<file path="config.mk">
export PLATFORM = sky130hd
export DESIGN_NAME = mult_ctrl_unit
export DESIGN_NICKNAME = d
export VERILOG_FILES = /design/src/rtl/mult_pkg.sv /design/src/rtl/adder9.sv /design/src/rtl/mult_ctrl_unit.sv
export SDC_FILE = /design/constraint.sdc
export NUM_CORES = 1
export LEC_CHECK = 0
export ABC_CLOCK_PERIOD_IN_PS = 6800
export BUFFER_PORTS_ARGS = -buffer_cell sky130_fd_sc_hd__clkbuf_2
export CAP_MARGIN = 10
export CELL_PAD_IN_SITES_DETAIL_PLACEMENT = 1
export CELL_PAD_IN_SITES_GLOBAL_PLACEMENT = 1
export CORE_MARGIN = 1.5
export CORE_UTILIZATION = 34
export CTS_BUF_LIST = sky130_fd_sc_hd__clkbuf_4
export DETAILED_ROUTE_END_ITERATION = 12
export HOLD_SLACK_MARGIN = 0.06
export PLACE_DENSITY = 0.91
export SYNTH_ARGS = -nofsm -noshare
export SYNTH_HDL_FRONTEND = slang
export SYNTH_SLANG_ARGS = --single-unit
</file>
<file path="constraint.sdc">
create_clock -name Clk -period 6.8 [get_ports Clk]
set_input_delay 0.68 -clock Clk [delete_from_list [all_inputs] [get_ports Clk]]
set_output_delay 0.68 -clock Clk [all_outputs]
set_load 0.005 [all_outputs]
</file>
<file path="src/rtl/mult_pkg.sv">
// -----------------------------------------------------------------------------
// mult_pkg
// Shared types and constants for the add-shift multiplier control stage.
//   N_BITS  : operand width, also the number of add/shift iterations
//   A_W     : width of the X:A accumulator (sign bit plus 8-bit A)
//   CNT_W   : width of the iteration counter
//   state_t : controller states
// -----------------------------------------------------------------------------
package mult_pkg;

    localparam int N_BITS = 8;
    localparam int A_W    = 9;
    localparam int CNT_W  = 3;

    typedef enum logic [2:0] {
        IDLE,
        CLRLD,
        CLR,
        ADD,
        SHIFT,
        DONE
    } state_t;

endpackage

</file>
<file path="src/rtl/adder9.sv">
// -----------------------------------------------------------------------------
// adder9
// 9-bit adder/subtractor for the X:A accumulator. When sub is high the result
// is a - b in two's complement. Inverting b and feeding sub in as the carry-in
// means one adder serves both operations. The result wraps modulo 2^9.
// Ports:
//   a   in  [8:0]  accumulator operand {X, A}
//   b   in  [8:0]  sign-extended multiplicand
//   sub in         1 = subtract b, 0 = add b
//   sum out [8:0]  result, modulo 2^9
// -----------------------------------------------------------------------------
module adder9
    import mult_pkg::*;
(
    input  logic [A_W-1:0] a,
    input  logic [A_W-1:0] b,
    input  logic           sub,
    output logic [A_W-1:0] sum
);

    logic [A_W-1:0] w_b_inv;
    logic [A_W-1:0] w_cin;

    assign w_b_inv = b ^ {A_W{sub}};
    assign w_cin   = {{(A_W-1){1'b0}}, sub};
    assign sum     = a + w_b_inv + w_cin;

endmodule

</file>
<file path="src/rtl/mult_ctrl_unit.sv">
// -----------------------------------------------------------------------------
// mult_ctrl_unit
// Sequencer and arithmetic stage for an 8-bit signed add-shift multiplier.
// Drives the load/clear/shift strobes of an external X:A:B register unit and
// computes the next X:A value. The last iteration subtracts the multiplicand
// because the multiplier's MSB carries negative weight.
//
// Optional build macro:
//   MULT_SKIP_ZERO_EN - bypass ADD whenever the multiplier bit is 0.
//
// Ports:
//   Clk          in        clock, rising edge
//   Reset_n      in        asynchronous active-low reset
//   Run          in        level start request
//   ClearA_LoadB in        clear X:A and load B from S (IDLE only)
//   S            in  [7:0] signed multiplicand
//   Data_Out     in [15:0] register unit {A, B}; M = Data_Out[0]
//   X            in        sign-extension bit above A
//   A_sum        out [8:0] next {X, A} value
//   Load_a       out       load {X, A} from A_sum
//   clr_ld       out       clear X:A, load B from S
//   Shift_En     out       arithmetic right shift of X:A:B
//   cleara       out       clear X:A only
//   Busy         out       run in progress (CLR through last SHIFT)
//   Done         out       product valid, waiting for Run to drop
// -----------------------------------------------------------------------------
module mult_ctrl_unit
    import mult_pkg::*;
(
    input  logic           Clk,
    input  logic           Reset_n,
    input  logic           Run,
    input  logic           ClearA_LoadB,
    input  logic [7:0]     S,
    input  logic [15:0]    Data_Out,
    input  logic           X,
    output logic [A_W-1:0] A_sum,
    output logic           Load_a,
    output logic           clr_ld,
    output logic           Shift_En,
    output logic           cleara,
    output logic           Busy,
    output logic           Done
);

    state_t           r_state;
    state_t           w_next;
    logic [CNT_W-1:0] r_cnt;
    logic             w_last;
    logic             w_m;
    logic [A_W-1:0]   w_a;
    logic [A_W-1:0]   w_s;
    logic             w_unused_b;

    assign w_m    = Data_Out[0];
    assign w_last = (r_cnt == CNT_W'(N_BITS - 1));
    assign w_a    = {X, Data_Out[15:8]};
    assign w_s    = {S[7], S};

    // Bit 1 is only consulted by the skip-zero build; the rest of B is
    // never looked at by the controller.
    assign w_unused_b = ^Data_Out[7:1];

    adder9 u_adder9 (
        .a   (w_a),
        .b   (w_s),
        .sub (w_last),
        .sum (A_sum)
    );

    // NOTE: state and counter use non-blocking assignments so every register
    // updates from values sampled before the edge.
    always_ff @(posedge Clk or negedge Reset_n) begin
        if (!Reset_n) begin
            r_state <= IDLE;
            r_cnt   <= '0;
        end else begin
            r_state <= w_next;
            if (r_state == CLR) begin
                r_cnt <= '0;
            end else if (r_state == SHIFT && !w_last) begin
                r_cnt <= r_cnt + CNT_W'(1);
            end
        end
    end

    // NOTE: every output of this block gets a default first, so no path can
    // leave one unassigned and infer a latch.
    always_comb begin
        w_next   = r_state;
        Load_a   = 1'b0;
        clr_ld   = 1'b0;
        Shift_En = 1'b0;
        cleara   = 1'b0;

        case (r_state)
            IDLE: begin
                if (ClearA_LoadB) begin
                    w_next = CLRLD;
                end else if (Run) begin
                    w_next = CLR;
                end
            end
            CLRLD: begin
                clr_ld = 1'b1;
                w_next = IDLE;
            end
            CLR: begin
                cleara = 1'b1;
`ifdef MULT_SKIP_ZERO_EN
                w_next = w_m ? ADD : SHIFT;
`else
                w_next = ADD;
`endif
            end
            ADD: begin
                Load_a = w_m;
                w_next = SHIFT;
            end
            SHIFT: begin
                Shift_En = 1'b1;
                if (w_last) begin
                    w_next = DONE;
                end else begin
`ifdef MULT_SKIP_ZERO_EN
                    // B has not shifted yet, so the next iteration's
                    // multiplier bit is still sitting in Data_Out[1].
                    w_next = Data_Out[1] ? ADD : SHIFT;
`else
                    w_next = ADD;
`endif
                end
            end
            DONE: begin
                if (!Run) begin
                    w_next = IDLE;
                end
            end
            default: begin
                w_next = IDLE;
            end
        endcase
    end

    assign Busy = (r_state == CLR) || (r_state == ADD) || (r_state == SHIFT);
    assign Done = (r_state == DONE);

endmodule

</file>
==> metrics.log <==
INFO  metric post-synth-top-count-cell = sky130_fd_sc_hd__nor2_1
INFO  metric p_leak = 0.597 nW
INFO  metric power.clock.fraction = 0.144
INFO  metric clkLatencyLatePin = 0.24 ns
INFO  metric io_pins = 44
INFO  metric swShare = 0.419
INFO  metric finalWorstPathRequiredPeriod = 3.55 ns
INFO  metric post-cts-setup-buffers = 0
INFO  metric grt_overflow = 0
INFO  metric tritoncts.num_buffers = 3
INFO  metric antenna_violations_before_repair = 0
INFO  metric yosysTopAreaCellShare = 0.183
INFO  metric core_area = 2250 um2
INFO  metric worstSetupEndpointType = output pin
INFO  metric post_synth_instance_area = 821 um2
INFO  metric max_clock_freq = 282 MHz
INFO  metric top_reg_cell_synth = sky130_fd_sc_hd__dfrtp_1
INFO  metric power_density = 212 nW/um2
INFO  metric total_area_of_multi_input_combinational_cells = 632 um2
INFO  metric num_antenna_cells = 0
INFO  metric die_y = 52.1 um
INFO  metric yosysSeqAreaShare = 0.183
INFO  metric switching_power = 0.0935 mW
INFO  metric crit_path_max_fanout = 8
INFO  metric finalWeightedCongestion = 0.721
INFO  metric clock-root-buffer = sky130_fd_sc_hd__clkbuf_4
INFO  metric drt_first_pass_iters = 4
INFO  metric grt_pass1_vias = 939
INFO  metric die_area = 2720 um2
INFO  metric grt_pass1_wl = 3.80 mm
INFO  metric max_cap_viol_count = 0
INFO  metric power.sequential.fraction = 0.303
INFO  metric yosys_register_bits = 6
INFO  metric synthesis.yosys.warnings = 0
INFO  metric route.detailed.vias_per_inst = 5.08
INFO  metric num_rows = 17
INFO  metric post-synth-top-area-cell = sky130_fd_sc_hd__dfrtp_1
INFO  metric avgRoutedWirePerCell = 13.9 um
INFO  metric timing.hold.worst.class = primary input to async pin
INFO  metric slew_headroom = 0.693
INFO  metric kind_of_critical_path = flip-flop to output pin
INFO  metric worst_slew_pin_slew = 0.460 ns
INFO  metric rsz0062_at_grt = no
INFO  metric ant_nets = 0
INFO  metric drt-total-wl = 2.29 mm
INFO  metric routed_vias = 839
INFO  metric cts_tree = done
INFO  metric worst_setup_hold_path_clk_slew = 0.05 ns
INFO  metric fin_skew = 0.00460 ns
INFO  metric ys_top_cells_by_area = sky130_fd_sc_hd__dfrtp_1, sky130_fd_sc_hd__ha_1, sky130_fd_sc_hd__xor2_1, sky130_fd_sc_hd__nor2_1, sky130_fd_sc_hd__xnor2_1
INFO  metric layout.filler_cells = 305
INFO  metric clock_tree.buffer_depth = 2
INFO  metric areaGrowthSynthToFinish = 28.4%
INFO  metric worst_setup_path_start_kind = flip-flop
INFO  metric timing.final.crit_share = 0.522
INFO  metric global_route_total_usage_across_every_layer = 0.185
INFO  metric detailed_place_hpwl = 2.03 mm
INFO  metric postSynthCellCount = 99
INFO  metric required = 6.12 ns
INFO  metric status = completed
INFO  metric worstPathArrival = 2.87 ns
INFO  metric share_comb_of_total_power = 0.553
INFO  metric floorplan.die.width = 52.1 um
INFO  metric clkSinkCount = 6
INFO  metric final-max-slew-violation-count = 0
INFO  metric post_cts_hold_buffer_count = 0
INFO  metric cts-htree-levels = 1
INFO  metric place_ws = 3.45 ns
INFO  metric post_cts_resize_count = 0
INFO  metric drive_above_1_share = 0.314
INFO  metric yosysUniqueCellTypes = 30
INFO  metric cell_internal_pwr = 0.130 mW
INFO  metric initial_utilization = 0.364
INFO  metric syn-mean-instance-area = 8.29 um2
INFO  metric hold_viol_final = 0
INFO  metric drc_errors = 0
INFO  metric finalNetCount = 179
INFO  metric async_flop_share = 1.00
INFO  metric number_of_nets_in_the_synthesized_netlist = 139
INFO  metric grt_start_max_net_pins = 9
INFO  metric setup_tns = 0 ns
INFO  metric synth_edf_count = 0
INFO  metric irDropWorstVdd = 0.126 mV
INFO  metric buffer_ports.inserted = 36
INFO  metric seq_area = 150 um2
INFO  metric first_iter_violations = 5
INFO  metric synth.cells.most_frequent = sky130_fd_sc_hd__nor2_1, sky130_fd_sc_hd__ha_1, sky130_fd_sc_hd__xor2_1
INFO  metric worst_slack = 3.25 ns
INFO  metric setup_viol_count_final = 0
[cell families after synthesis]
| family | count (synthesis) | share of synthesized area |
|---|---|---|
| AOI/OAI and AO/OA | 20 | 0.180 |
| DFF | 6 | 0.183 |
| buffers and inverters | 10 | 0.0472 |
| and+or+nand+nor | 34 | 0.216 |
| adders and majority gates | 11 | 0.177 |
| muxes | 3 | 0.0366 |
| xor gates and xnor gates | 15 | 0.160 |
[layout make-up]
type | instances | share of cell area
clock buffer | 3 | 0.0214
sequential | 6 | 0.143
tap | 28 | 0.0333
timing repair buffer | 36 | 0.171
inverter | 9 | 0.0321
multi-input combinational | 83 | 0.600
[sequential cells by signal, summed over array words and instances (netlist names)]
signal and count:
r_cnt 3, r_state 3
[worst max-delay path: stages (launching register included)]
cell                       delay (ns)
sky130_fd_sc_hd__dfrtp_1         0.39
sky130_fd_sc_hd__ha_1            0.23
sky130_fd_sc_hd__ha_1            0.35
sky130_fd_sc_hd__xor2_1          0.24
sky130_fd_sc_hd__ha_1            0.38
sky130_fd_sc_hd__nor2b_4         0.16
sky130_fd_sc_hd__o31a_1          0.26
sky130_fd_sc_hd__o41ai_2         0.34
sky130_fd_sc_hd__xnor2_1         0.16
sky130_fd_sc_hd__clkbuf_2        0.13
[cells in the final DEF (no fill, tap or decap)]
cell                        Yosys  layout
sky130_fd_sc_hd__mux2i_1        3       3
sky130_fd_sc_hd__fa_1           1       1
sky130_fd_sc_hd__o2111ai_1      1       1
sky130_fd_sc_hd__and2b_1        1       1
sky130_fd_sc_hd__o22a_1         1       1
sky130_fd_sc_hd__xnor2_1        5       5
sky130_fd_sc_hd__nor3_1         3       3
sky130_fd_sc_hd__clkbuf_2       0      36
sky130_fd_sc_hd__a221oi_1       2       2
sky130_fd_sc_hd__a21o_1         1       1
sky130_fd_sc_hd__nand2_1        6       6
sky130_fd_sc_hd__nor2b_1        2       2
sky130_fd_sc_hd__nor2_4         1       1
sky130_fd_sc_hd__o31a_1         1       1
sky130_fd_sc_hd__o211ai_1       2       2
sky130_fd_sc_hd__nand3_1        4       4
sky130_fd_sc_hd__nor2_1        12      12
sky130_fd_sc_hd__nor2b_4        1       1
sky130_fd_sc_hd__o21ai_0        3       3
sky130_fd_sc_hd__o211a_1        1       1
sky130_fd_sc_hd__dfrtp_1        6       6
sky130_fd_sc_hd__a22o_1         1       1
sky130_fd_sc_hd__ha_1          10      10
sky130_fd_sc_hd__or3b_4         1       1
sky130_fd_sc_hd__o41ai_2        1       1
sky130_fd_sc_hd__clkbuf_4       0       3
sky130_fd_sc_hd__nand2b_1       3       3
sky130_fd_sc_hd__a21oi_1        5       5
sky130_fd_sc_hd__a31oi_1        1       1
sky130_fd_sc_hd__inv_1          9       9
sky130_fd_sc_hd__xor2_1        10      10
[power by group through the flow]
stage | combinational (mW) | clock, mW | sequential, mW
floorplan | 0.0797 | 0 | 0.0618
global placement | 0.117 | 0 | 0.0652
detailed placement | 0.125 | 0 | 0.0675
CTS | 0.126 | 0.0342 | 0.0671
global route | 0.140 | 0.0366 | 0.0693
finish | 0.124 | 0.0321 | 0.0676
[path summary, 6_finish.rpt]
check,start,end,slack (ns),cells after the start
setup / recovery,r_cnt[0],A_sum[8],3.25,9
hold / removal,Reset_n,r_state[1],0.26,1
setup reg to reg,r_state[0],r_cnt[1],5.34,4
hold reg to reg,r_cnt[1],r_cnt[1],0.54,2
max in group asynchronous,Reset_n,r_cnt[2],6.37,1
min in group Clk,r_cnt[1],r_cnt[1],0.54,2
[stage by stage]
| step | util | cells | hold WS (ns) | total power [mW] | area (um2) |
|---|---|---|---|---|---|
| after detailed placement | 0.457 | 162 | 0.522 | 0.192 | 1030 |
| after global routing | 0.467 | 165 | 0.261 | 0.246 | 1050 |
| after floorplan | - | 99 | 0.384 | 0.142 | 821 |
| after global placement | 0.457 | 162 | 0.511 | 0.182 | 1030 |
| after CTS | 0.467 | 165 | 0.258 | 0.227 | 1050 |
| final | 0.467 | 165 | 0.264 | 0.223 | 1050 |
[layer usage]
| layer | track usage | vias up | share of wire |
|---|---|---|---|
| met5 | 0 | - | 0 |
| met4 | 0.0726 | 0 | 0 |
| met3 | 0.0144 | 0 | 0.044 |
| met2 | 0.386 | 25 | 0.58 |
| met1 | 0.182 | 389 | 0.37 |
| li1 | - | 425 | - |
Power figures use the tool's default switching activity.
